[src/rtl/pattern_sequencer.sv]
// pattern_sequencer: memory-game core that builds a random LED pattern, replays it and checks player presses.
// Ports: clk, resetn (async active-low); tick game-tick enable; randnum random source;
//        start new-game pulse; btn_valid/btn_idx player press;
//        led one-hot display; busy/await_input status; level pattern length;
//        pass/fail one-cycle round pulses; win sticky final-level flag.
module pattern_sequencer #(
    parameter int MAX_LEN       = 16,
    parameter int START_LEN     = 3,
    parameter int SHOW_TICKS    = 2,
    parameter int GAP_TICKS     = 1,
    parameter int TIMEOUT_TICKS = 20
) (
    input  logic       clk,
    input  logic       resetn,
    input  logic       tick,
    input  logic [9:0] randnum,
    input  logic       start,
    input  logic       btn_valid,
    input  logic [3:0] btn_idx,
    output logic [9:0] led,
    output logic       busy,
    output logic       await_input,
    output logic [4:0] level,
    output logic       pass,
    output logic       fail,
    output logic       win
);
    localparam int AW = $clog2(MAX_LEN);
    localparam int TM = (SHOW_TICKS > GAP_TICKS)
                      ? ((SHOW_TICKS > TIMEOUT_TICKS) ? SHOW_TICKS : TIMEOUT_TICKS)
                      : ((GAP_TICKS > TIMEOUT_TICKS) ? GAP_TICKS : TIMEOUT_TICKS);
    localparam int TW = $clog2(TM + 1);

    typedef enum logic [2:0] {IDLE, GEN, SHOW_ON, SHOW_OFF, INPUT, PASS, FAIL} state_t;

    state_t        state_q, state_d;
    logic [3:0]    pat_q [MAX_LEN];
    logic [3:0]    pat_d [MAX_LEN];
    logic [4:0]    level_q, level_d, wr_ptr_q, wr_ptr_d, rd_ptr_q, rd_ptr_d, chk_ptr_q, chk_ptr_d;
    logic [TW-1:0] cnt_q, cnt_d;
    logic [9:0]    led_q, led_d;
    logic          busy_q, busy_d, await_q, await_d, pass_q, pass_d, fail_q, fail_d, win_q, win_d;
    logic [3:0]    idx;
    logic          press;

    assign idx   = 4'(randnum % 10'd10);
    // Out-of-range buttons are treated as no press at all, so they neither fail nor refresh the timeout.
    assign press = btn_valid && (btn_idx <= 4'd9);

    always_comb begin
        state_d   = state_q;
        pat_d     = pat_q;
        level_d   = level_q;
        wr_ptr_d  = wr_ptr_q;
        rd_ptr_d  = rd_ptr_q;
        chk_ptr_d = chk_ptr_q;
        cnt_d     = cnt_q;
        win_d     = win_q;
        case (state_q)
            IDLE: if (start) begin
                state_d  = GEN;
                level_d  = 5'(START_LEN);
                wr_ptr_d = '0;
                win_d    = 1'b0;
            end
            GEN: if (tick) begin
                pat_d[wr_ptr_q[AW-1:0]] = idx;
                wr_ptr_d = wr_ptr_q + 5'd1;
                if (wr_ptr_d == level_q) begin
                    state_d  = SHOW_ON;
                    rd_ptr_d = '0;
                    cnt_d    = '0;
                end
            end
            SHOW_ON: if (tick) begin
                cnt_d = cnt_q + TW'(1);
                if (cnt_d == TW'(SHOW_TICKS)) begin
                    state_d = SHOW_OFF;
                    cnt_d   = '0;
                end
            end
            SHOW_OFF: if (tick) begin
                cnt_d = cnt_q + TW'(1);
                if (cnt_d == TW'(GAP_TICKS)) begin
                    cnt_d     = '0;
                    chk_ptr_d = '0;
                    rd_ptr_d  = rd_ptr_q + 5'd1;
                    state_d   = (rd_ptr_d == level_q) ? INPUT : SHOW_ON;
                end
            end
            INPUT: begin
                // A press takes priority over a tick arriving in the same cycle.
                if (press) begin
                    if (btn_idx == pat_q[chk_ptr_q[AW-1:0]]) begin
                        chk_ptr_d = chk_ptr_q + 5'd1;
                        cnt_d     = '0;
                        if (chk_ptr_d == level_q) state_d = PASS;
                    end else begin
                        state_d = FAIL;
                    end
                end else if (tick) begin
                    cnt_d = cnt_q + TW'(1);
                    if (cnt_d == TW'(TIMEOUT_TICKS)) state_d = FAIL;
                end
            end
            PASS: if (level_q == 5'(MAX_LEN)) begin
                win_d   = 1'b1;
                state_d = IDLE;
            end else begin
                // Existing entries are kept; only the newly exposed slot gets filled.
                level_d  = level_q + 5'd1;
                wr_ptr_d = level_q;
                state_d  = GEN;
            end
            FAIL:    state_d = IDLE;
            default: state_d = IDLE;
        endcase
        // Outputs are decoded from next-state values so they can be registered without a cycle of lag;
        // pat_d forwards the final GEN write to the first SHOW_ON display.
        led_d   = (state_d == SHOW_ON) ? (10'd1 << pat_d[rd_ptr_d[AW-1:0]]) : '0;
        busy_d  = state_d != IDLE;
        await_d = state_d == INPUT;
        pass_d  = state_d == PASS;
        fail_d  = state_d == FAIL;
    end

    always_ff @(posedge clk or negedge resetn) begin
        if (!resetn) begin
            state_q   <= IDLE;
            level_q   <= '0;
            wr_ptr_q  <= '0;
            rd_ptr_q  <= '0;
            chk_ptr_q <= '0;
            cnt_q     <= '0;
            led_q     <= '0;
            busy_q    <= 1'b0;
            await_q   <= 1'b0;
            pass_q    <= 1'b0;
            fail_q    <= 1'b0;
            win_q     <= 1'b0;
        end else begin
            state_q   <= state_d;
            level_q   <= level_d;
            wr_ptr_q  <= wr_ptr_d;
            rd_ptr_q  <= rd_ptr_d;
            chk_ptr_q <= chk_ptr_d;
            cnt_q     <= cnt_d;
            led_q     <= led_d;
            busy_q    <= busy_d;
            await_q   <= await_d;
            pass_q    <= pass_d;
            fail_q    <= fail_d;
            win_q     <= win_d;
        end
    end

    always_ff @(posedge clk) pat_q <= pat_d;

    assign led         = led_q;
    assign busy        = busy_q;
    assign await_input = await_q;
    assign level       = level_q;
    assign pass        = pass_q;
    assign fail        = fail_q;
    assign win         = win_q;
endmodule

[config.mk]
export PLATFORM = sky130hd
export DESIGN_NAME = pattern_sequencer
export DESIGN_NICKNAME = d
export VERILOG_FILES = /design/src/rtl/pattern_sequencer.sv
export SDC_FILE = /design/constraint.sdc
export NUM_CORES = 1
export LEC_CHECK = 0
export CORE_AREA = 2 2 127 98
export CTS_BUF_LIST = sky130_fd_sc_hd__clkbuf_8
export CTS_CLUSTER_DIAMETER = 150
export DETAILED_ROUTE_END_ITERATION = 6
export DIE_AREA = 0 0 129 100
export PLACE_DENSITY = 0.84
export SYNTH_ARGS = -nofsm -noshare
export SYNTH_HDL_FRONTEND = slang
export SYNTH_SLANG_ARGS = --single-unit
[constraint.sdc]
create_clock -name clk -period 5.55 [get_ports clk]
set_input_delay 1.665 -clock clk [delete_from_list [all_inputs] [get_ports clk]]
set_output_delay 1.665 -clock clk [all_outputs]
set_load 0.005 [all_outputs]
==> impl_results.md, run 1 <==
- CTS max path bufs: 2
- Commonest non-fill, non-tap cell in the layout: nand2_1
- Top-Level Pins: 39
- Root buffer cell: clkbuf_8
- Mapped cell area: 7450 um2
- Starting Density: 62.8%
- Core footprint: 11900 um2
- CTS H-Tree Depth: 3
- FF+latch count, synth: 107
- Status: finished, final reports clean
- Synth Flop Type: dfxtp_1
- Min-Delay Path Depth: 2
- Gr usage total: 35.0%
- First-pass GRT wire length: 35400 um
- GRT overflow: 0
- Diode count: 0
- Largest net degree at the start of global routing: 44
- WL final: 22200 um
- Worst Tran Pin Value: 1.03 ns
- Post-Syn Area per Cell: 8.23 um2
- Minimum clock period after layout: 5.28 ns
- Worst-path fanout max: 16
- CP required: 5.83 ns
- Syn_nets: 937
- Unrepaired setup endpoints after global routing: false
- Routed vias/inst: 6.65
- Netlist cell types: 89
- Worst slew margin: 31.1%
- Dpl hpwl: 16400 um
- Setup TNS: 0 ns
- GPL Wtd Cong: 1.01
- Port bufs: 38
- CTS sink cnt: 107
- Placed Cells incl. Taps: 1112
- DRT iter0 DRCs: 1048
- Worst Hold End: pat_q[33]
- Clock slew at reported path FFs: 0.10 ns
- # setup viols final: 0
- R2R Setup Slk: 1.20 ns
- Reg2reg end: led[3]
- Fin cells: 1128
- CTS buffer count: 9
- Vias: 7501
- Sequential area share after synthesis: 31.6%
- Die Span Y: 100 um
- CTS tree: done
- Vias in the first global route: 6732
- Arr. time, crit path: 5.57 ns
- Die area: 12900 um2
- Max Slew Vio Count: 0
- Share of layout cells above drive strength 1: 14.7%
- Core Util, Final: 71.7%
- Area grow syn2layout: 14.1%
- WL/cell: 19.7 um
- Worst setup path startpoint: randnum[9]
- Period utilisation layout: 95.2%
- FFs w/ async S/R, synth: 40.2%
- HP Class: flip-flop to flip-flop
- Layout net count: 989
- Pwr Density: 511 nW/um2
- # rows: 35
- Final ANT Viol Nets: 0
- P_leak: 3.37 nW
- Drc violations: 0
- Setup bufs post-CTS: 0
- Kind of critical path: primary input to flip-flop
- Max Fclk: 189 MHz
- Clock skew: 0.0164 ns
- Worst-skew pair later-pin latency: 0.39 ns
- R2R depth: 14
- Initial antenna violation count: 0
- Leading cell types in the layout, fill and taps excluded: nand2_1 (127), o21ai_0 (75), nor2_1 (72)
- Kind of end point of the critical path: flip-flop
- Reg-to-reg startpoint: wr_ptr_q[0]
- Syn Inst Count: 905
- WHS: 0.485 ns
- EDFF count, synth: 0
- Startpoint types: primary input
- Hold Path Origin: pat_q[33]
- Final hold viol count: 0
- Die Wd: 129 um
- Max rail drop VDD: 300 uV
- Maxcap violations: 0
- Pre-Repair DR Iteration Count: 6
- Synth Warn #: 0
[area by class of cell]
type                    count  area (um2)
multi-input cells         710        4740
fillers                   911        3360
flip-flops and latches    107        2360
repair buffers            105         906
well taps                 166         208
clock buffers               9         124
inverters                  24        92.6
clock inverters             7        75.1
[Yosys cell counts, types with 8 or more instances]
| library cell | n | share of area, % |
|---|---|---|
| nor2b_1 | 9 | 0.76 |
| and2_1 | 11 | 0.92 |
| o211ai_1 | 9 | 0.91 |
| ha_1 | 13 | 2.2 |
| a31oi_1 | 14 | 1.2 |
| o31ai_1 | 9 | 0.91 |
| a211oi_1 | 13 | 1.3 |
| xnor2_1 | 16 | 1.9 |
| dfrtp_1 | 43 | 14 |
| nand2b_1 | 13 | 1.1 |
| buf_2 | 20 | 1.3 |
| mux2i_1 | 13 | 1.7 |
| nand3_1 | 31 | 2.1 |
| xor2_1 | 17 | 2.0 |
| mux4_2 | 20 | 6.0 |
| nor2_1 | 72 | 3.6 |
| o21ai_0 | 75 | 5.0 |
| nand2_1 | 128 | 6.4 |
| clkbuf_1 | 34 | 1.7 |
| nand3b_1 | 8 | 0.81 |
| nor3_1 | 35 | 2.4 |
| nand4_1 | 10 | 0.84 |
| dfxtp_1 | 64 | 17 |
| mux2_2 | 13 | 2.0 |
| a21oi_1 | 39 | 2.6 |
| inv_1 | 20 | 1.0 |
[layer usage]
| metal | up-vias | track usage, % | share of wire [%] |
|---|---|---|---|
| met4 | 0 | 10.1 | 2.1 |
| met1 | 3523 | 51.4 | 42 |
| met2 | 486 | 52.2 | 43 |
| met3 | 53 | 7.36 | 12 |
| met5 | - | 0 | 0 |
| li1 | 3439 | - | - |
[metrics by stage]
step	power (mW)	cell area [um2]	setup slack (ns)
floorplan	2.94	7450	0.696
global placement	3.66	8260	-0.0785
detailed placement	3.71	8260	-0.168
CTS	4.21	8460	0.226
global route	4.59	8500	0.0243
finish	4.34	8500	0.266
[cell families after synthesis]
logic type / count (synthesis) / synth area share [%]
and+or+nand+nor: 363 / 23.9
xor gates and xnor gates: 33 / 3.88
DFF: 107 / 31.6
muxes: 48 / 10.1
buffers and inverters: 88 / 5.26
adders and majority gates: 13 / 2.18
AOI/OAI and AO/OA: 253 / 23.1
[timing repair]
item | 4_1_cts | 5_1_grt
endpoints found under the setup margin | 0 | 10
gates resized for setup | 0 | 9
hold buffers | 0 | 0
[state kept, by name (all words and copies together) (netlist names)]
name         count
pat_q           64
led             10
chk_ptr_q        5
cnt_q            5
level            5
rd_ptr_q         5
wr_ptr_q         5
state_q          3
await_input      1
busy             1
fail             1
pass             1
win              1
[power by group]
group          internal [mW]  switching [mW]
sequential              1.02           0.256
combinational           1.05            1.52
clock                  0.213           0.284
total                   2.28            2.07
[worst max path at each step]
stage,cells after the start,to,slack (ns)
after floorplan,16,led[4],0.70
after global placement,17,led[4],-0.08
after detailed placement,17,led[5],-0.17
after CTS,17,led[5],0.23
after global routing,17,led[5],0.02
final,16,led[5],0.27
[worst max-delay path, cell delays in order]
cell             delay [ns]
clkdlybuf4s50_1        0.44
buf_4                  0.20
nor4b_1                0.49
nor4_1                 0.10
o31ai_1                0.37
o22ai_2                0.17
a22o_1                 0.22
a32o_1                 0.20
nor2_1                 0.10
ha_1                   0.24
o21ai_2                0.09
nand2_2                0.19
a2111oi_2              0.33
o2111ai_1              0.23
and2_1                 0.26
a211oi_1               0.27
Note: power is estimated with default switching activity, not from simulation.
==> run 2, diff against run 1 <==
==> config.mk (replaced) <==
export PLATFORM = sky130hd
export DESIGN_NAME = pattern_sequencer
export DESIGN_NICKNAME = d
export VERILOG_FILES = /design/src/rtl/pattern_sequencer.sv
export SDC_FILE = /design/constraint.sdc
export NUM_CORES = 1
export LEC_CHECK = 0
export CORE_AREA = 2 2 129 100
export CTS_BUF_LIST = sky130_fd_sc_hd__clkbuf_8
export CTS_CLUSTER_DIAMETER = 150
export DETAILED_ROUTE_END_ITERATION = 6
export DIE_AREA = 0 0 131 102
export PLACE_DENSITY = 0.82
export SYNTH_ARGS = -nofsm -noshare
export SYNTH_HDL_FRONTEND = slang
export SYNTH_SLANG_ARGS = --single-unit
==> constraint.sdc (replaced) <==
create_clock -name clk -period 5.2 [get_ports clk]
set_input_delay 1.56 -clock clk [delete_from_list [all_inputs] [get_ports clk]]
set_output_delay 1.56 -clock clk [all_outputs]
set_load 0.005 [all_outputs]
==> impl_results.md, run 2 (synthesis results as in run 1) <==
- GRT overflow: 0
- Clock slew at reported path FFs: 0.11 ns
- Top-Level Pins: 39
- Design internal power: 2.60 mW
- Die area: 13400 um2
- Fin cells: 1180
- Hold-fix buffers, CTS: 0
- Area grow syn2layout: 21.6%
- Max rail drop VDD: 383 uV
- # setup viols final: 0
- # rows: 35
- Worst Tran Pin Value: 1.00 ns
- Minimum clock period after layout: 5.10 ns
- Die Span Y: 102 um
- CTS buffer count: 9
- Share of layout cells above drive strength 1: 20.4%
- Biggest register: pat_q
- P_leak: 3.69 nW
- Max incr delay on CP: 0.45 ns
- Share of power burned in registers: 27.4%
- Max reg flops: 64
- Worst slew margin: 33.2%
- Commonest non-fill, non-tap cell in the layout: nand2_1
- Core footprint: 12000 um2
- Max Slew Vio Count: 0
- Max Fclk: 196 MHz
- Slowest CP cell: clkdlybuf4s50_1
- Clock skew: 0.00955 ns
- CTS H-Tree Depth: 3
- Arr. time, crit path: 5.39 ns
- Vias: 7829
- CTS sink cnt: 107
- Storage cell area: 2360 um2
- Die Wd: 131 um
- Vias in the first global route: 7069
- Failing checks: DRC
- DRT iter0 DRCs: 1154
- Sw Share: 47.6%
- Kind of critical path: primary input to flip-flop
- Combinational share of power: 61.5%
- Setup TNS: 0 ns
- CP Cell Sequence: clkdlybuf4s50_1, buf_12, nand2b_1, a21oi_1, o221ai_1, o211ai_1, o21a_1, nand2_1, o21ai_0, a32o_1, nor2_1, ha_1, o21ai_2, buf_6, nand3_1, a2111oi_4, a211oi_1, nand4_1, buf_4, nor3_1
- Diode count: 0
- Pwr Density: 547 nW/um2
- Dpl hpwl: 17200 um
- First-pass GRT wire length: 36700 um
- Root buffer cell: clkbuf_8
- Fillers: 858
- Gr usage total: 35.3%
- Hold Path Origin: pat_q[55]
- Pre-Repair DR Iteration Count: 7
- CTS max path bufs: 2
- Period utilisation layout: 98.0%
- WL final: 23600 um
- HP Class: flip-flop to flip-flop
- Startpoint types: primary input
- Worst-skew pair later-pin latency: 0.40 ns
- Worst-path fanout max: 22
- Placed Cells incl. Taps: 1158
- Multi-input combinational cell area: 4830 um2
- CP required: 5.50 ns
- Starting Density: 61.9%
- Drc violations: 38
- Layout net count: 1041
- Final hold viol count: 0
- Clock Power Share: 11.1%
- Maxcap violations: 0
- Port bufs: 38
- Sw power: 2.36 mW
- WL/cell: 20.0 um
- Reg-to-reg startpoint: chk_ptr_q[1]
- GPL Wtd Cong: 1.05
- Largest net degree at the start of global routing: 44
- Leading cell types in the layout, fill and taps excluded: nand2_1 (127), buf_4 (112), o21ai_0 (73)
- Kind of end point of the critical path: flip-flop
- Initial antenna violation count: 0
- Total Power: 4.96 mW
- Final ANT Viol Nets: 0
- Worst setup path startpoint: randnum[8]
- CTS tree: done
- Routed vias/inst: 6.63
- Status: finished, violations left
-- run 2: cell count changes in the layout (fill, tap and decap cells not counted), sizes merged --
cell,previous run,this run
buf,68,119
clkbuf,9,10
clkdlybuf4s50,36,34
clkinv,2,3
dlymetal6s2s,1,3
inv,27,26
-- run 2: repair_timing --
item / 4_1_cts / 5_1_grt
setup endpoints to repair: 0 / 10
gates resized for setup: 0 / 33
buffers inserted: 0 / 5
-- run 2: path summary, 6_finish.rpt --
path	depth (start not counted)	end	slack, ns
setup / recovery	20	led[8]	0.10
hold / removal	2	pat_q[55]	0.49
setup reg to reg	11	led[8]	0.71
hold reg to reg	2	pat_q[55]	0.49
max in group asynchronous	1	rd_ptr_q[2]	3.30
min in group asynchronous	1	wr_ptr_q[1]	1.29
-- run 2: critical path, delay by kind of cell --
kind / cells / cell delay (ns)
fa+ha+maj: 1 / 0.28
simple gates: 6 / 0.80
compound gates: 9 / 1.78
buf+inv: 4 / 0.96
-- run 2: power groups by stage --
stage,registers [mW],clock network [mW],logic (mW)
detailed placement,1.36,0,2.76
CTS,1.34,0.555,2.78
finish,1.36,0.550,3.05
global route,1.39,0.582,3.22
floorplan,1.23,0,1.90
global placement,1.35,0,2.70
-- run 2: through the flow --
| step | hold slack (ns) | setup slack (ns) | area [um2] | utilization (%) |
|---|---|---|---|---|
| 2_1_floorplan | 0.428 | 0.451 | 7450 | - |
| 3_3_place_gp | 0.447 | -0.186 | 8640 | 71.8 |
| 3_5_place_dp | 0.459 | -0.369 | 8640 | 71.8 |
| 4_1_cts | 0.481 | 0.0210 | 8850 | 73.5 |
| 5_1_grt | 0.516 | -0.0479 | 9060 | 75.2 |
| 6_report | 0.486 | 0.104 | 9060 | 75.2 |
-- run 2: final cells by class --
cell class | count | share of cell area, %
Timing Repair Buffer | 157 | 15.0
Clock buffer | 9 | 1.37
Multi-Input combinational cell | 710 | 53.3
Tap cell | 166 | 2.29
Sequential cell | 107 | 26.0
Inverter | 24 | 1.02
Clock inverter | 7 | 0.939
-- run 2: routing by layer --
metal | GRT usage [%] | wire length [um] | vias to the layer above
met5 | 0 | 0 | -
met4 | 14.2 | 979 | 0
met3 | 8.64 | 2670 | 119
met2 | 52.4 | 9900 | 506
met1 | 49.6 | 10100 | 3659
li1 | - | - | 3545
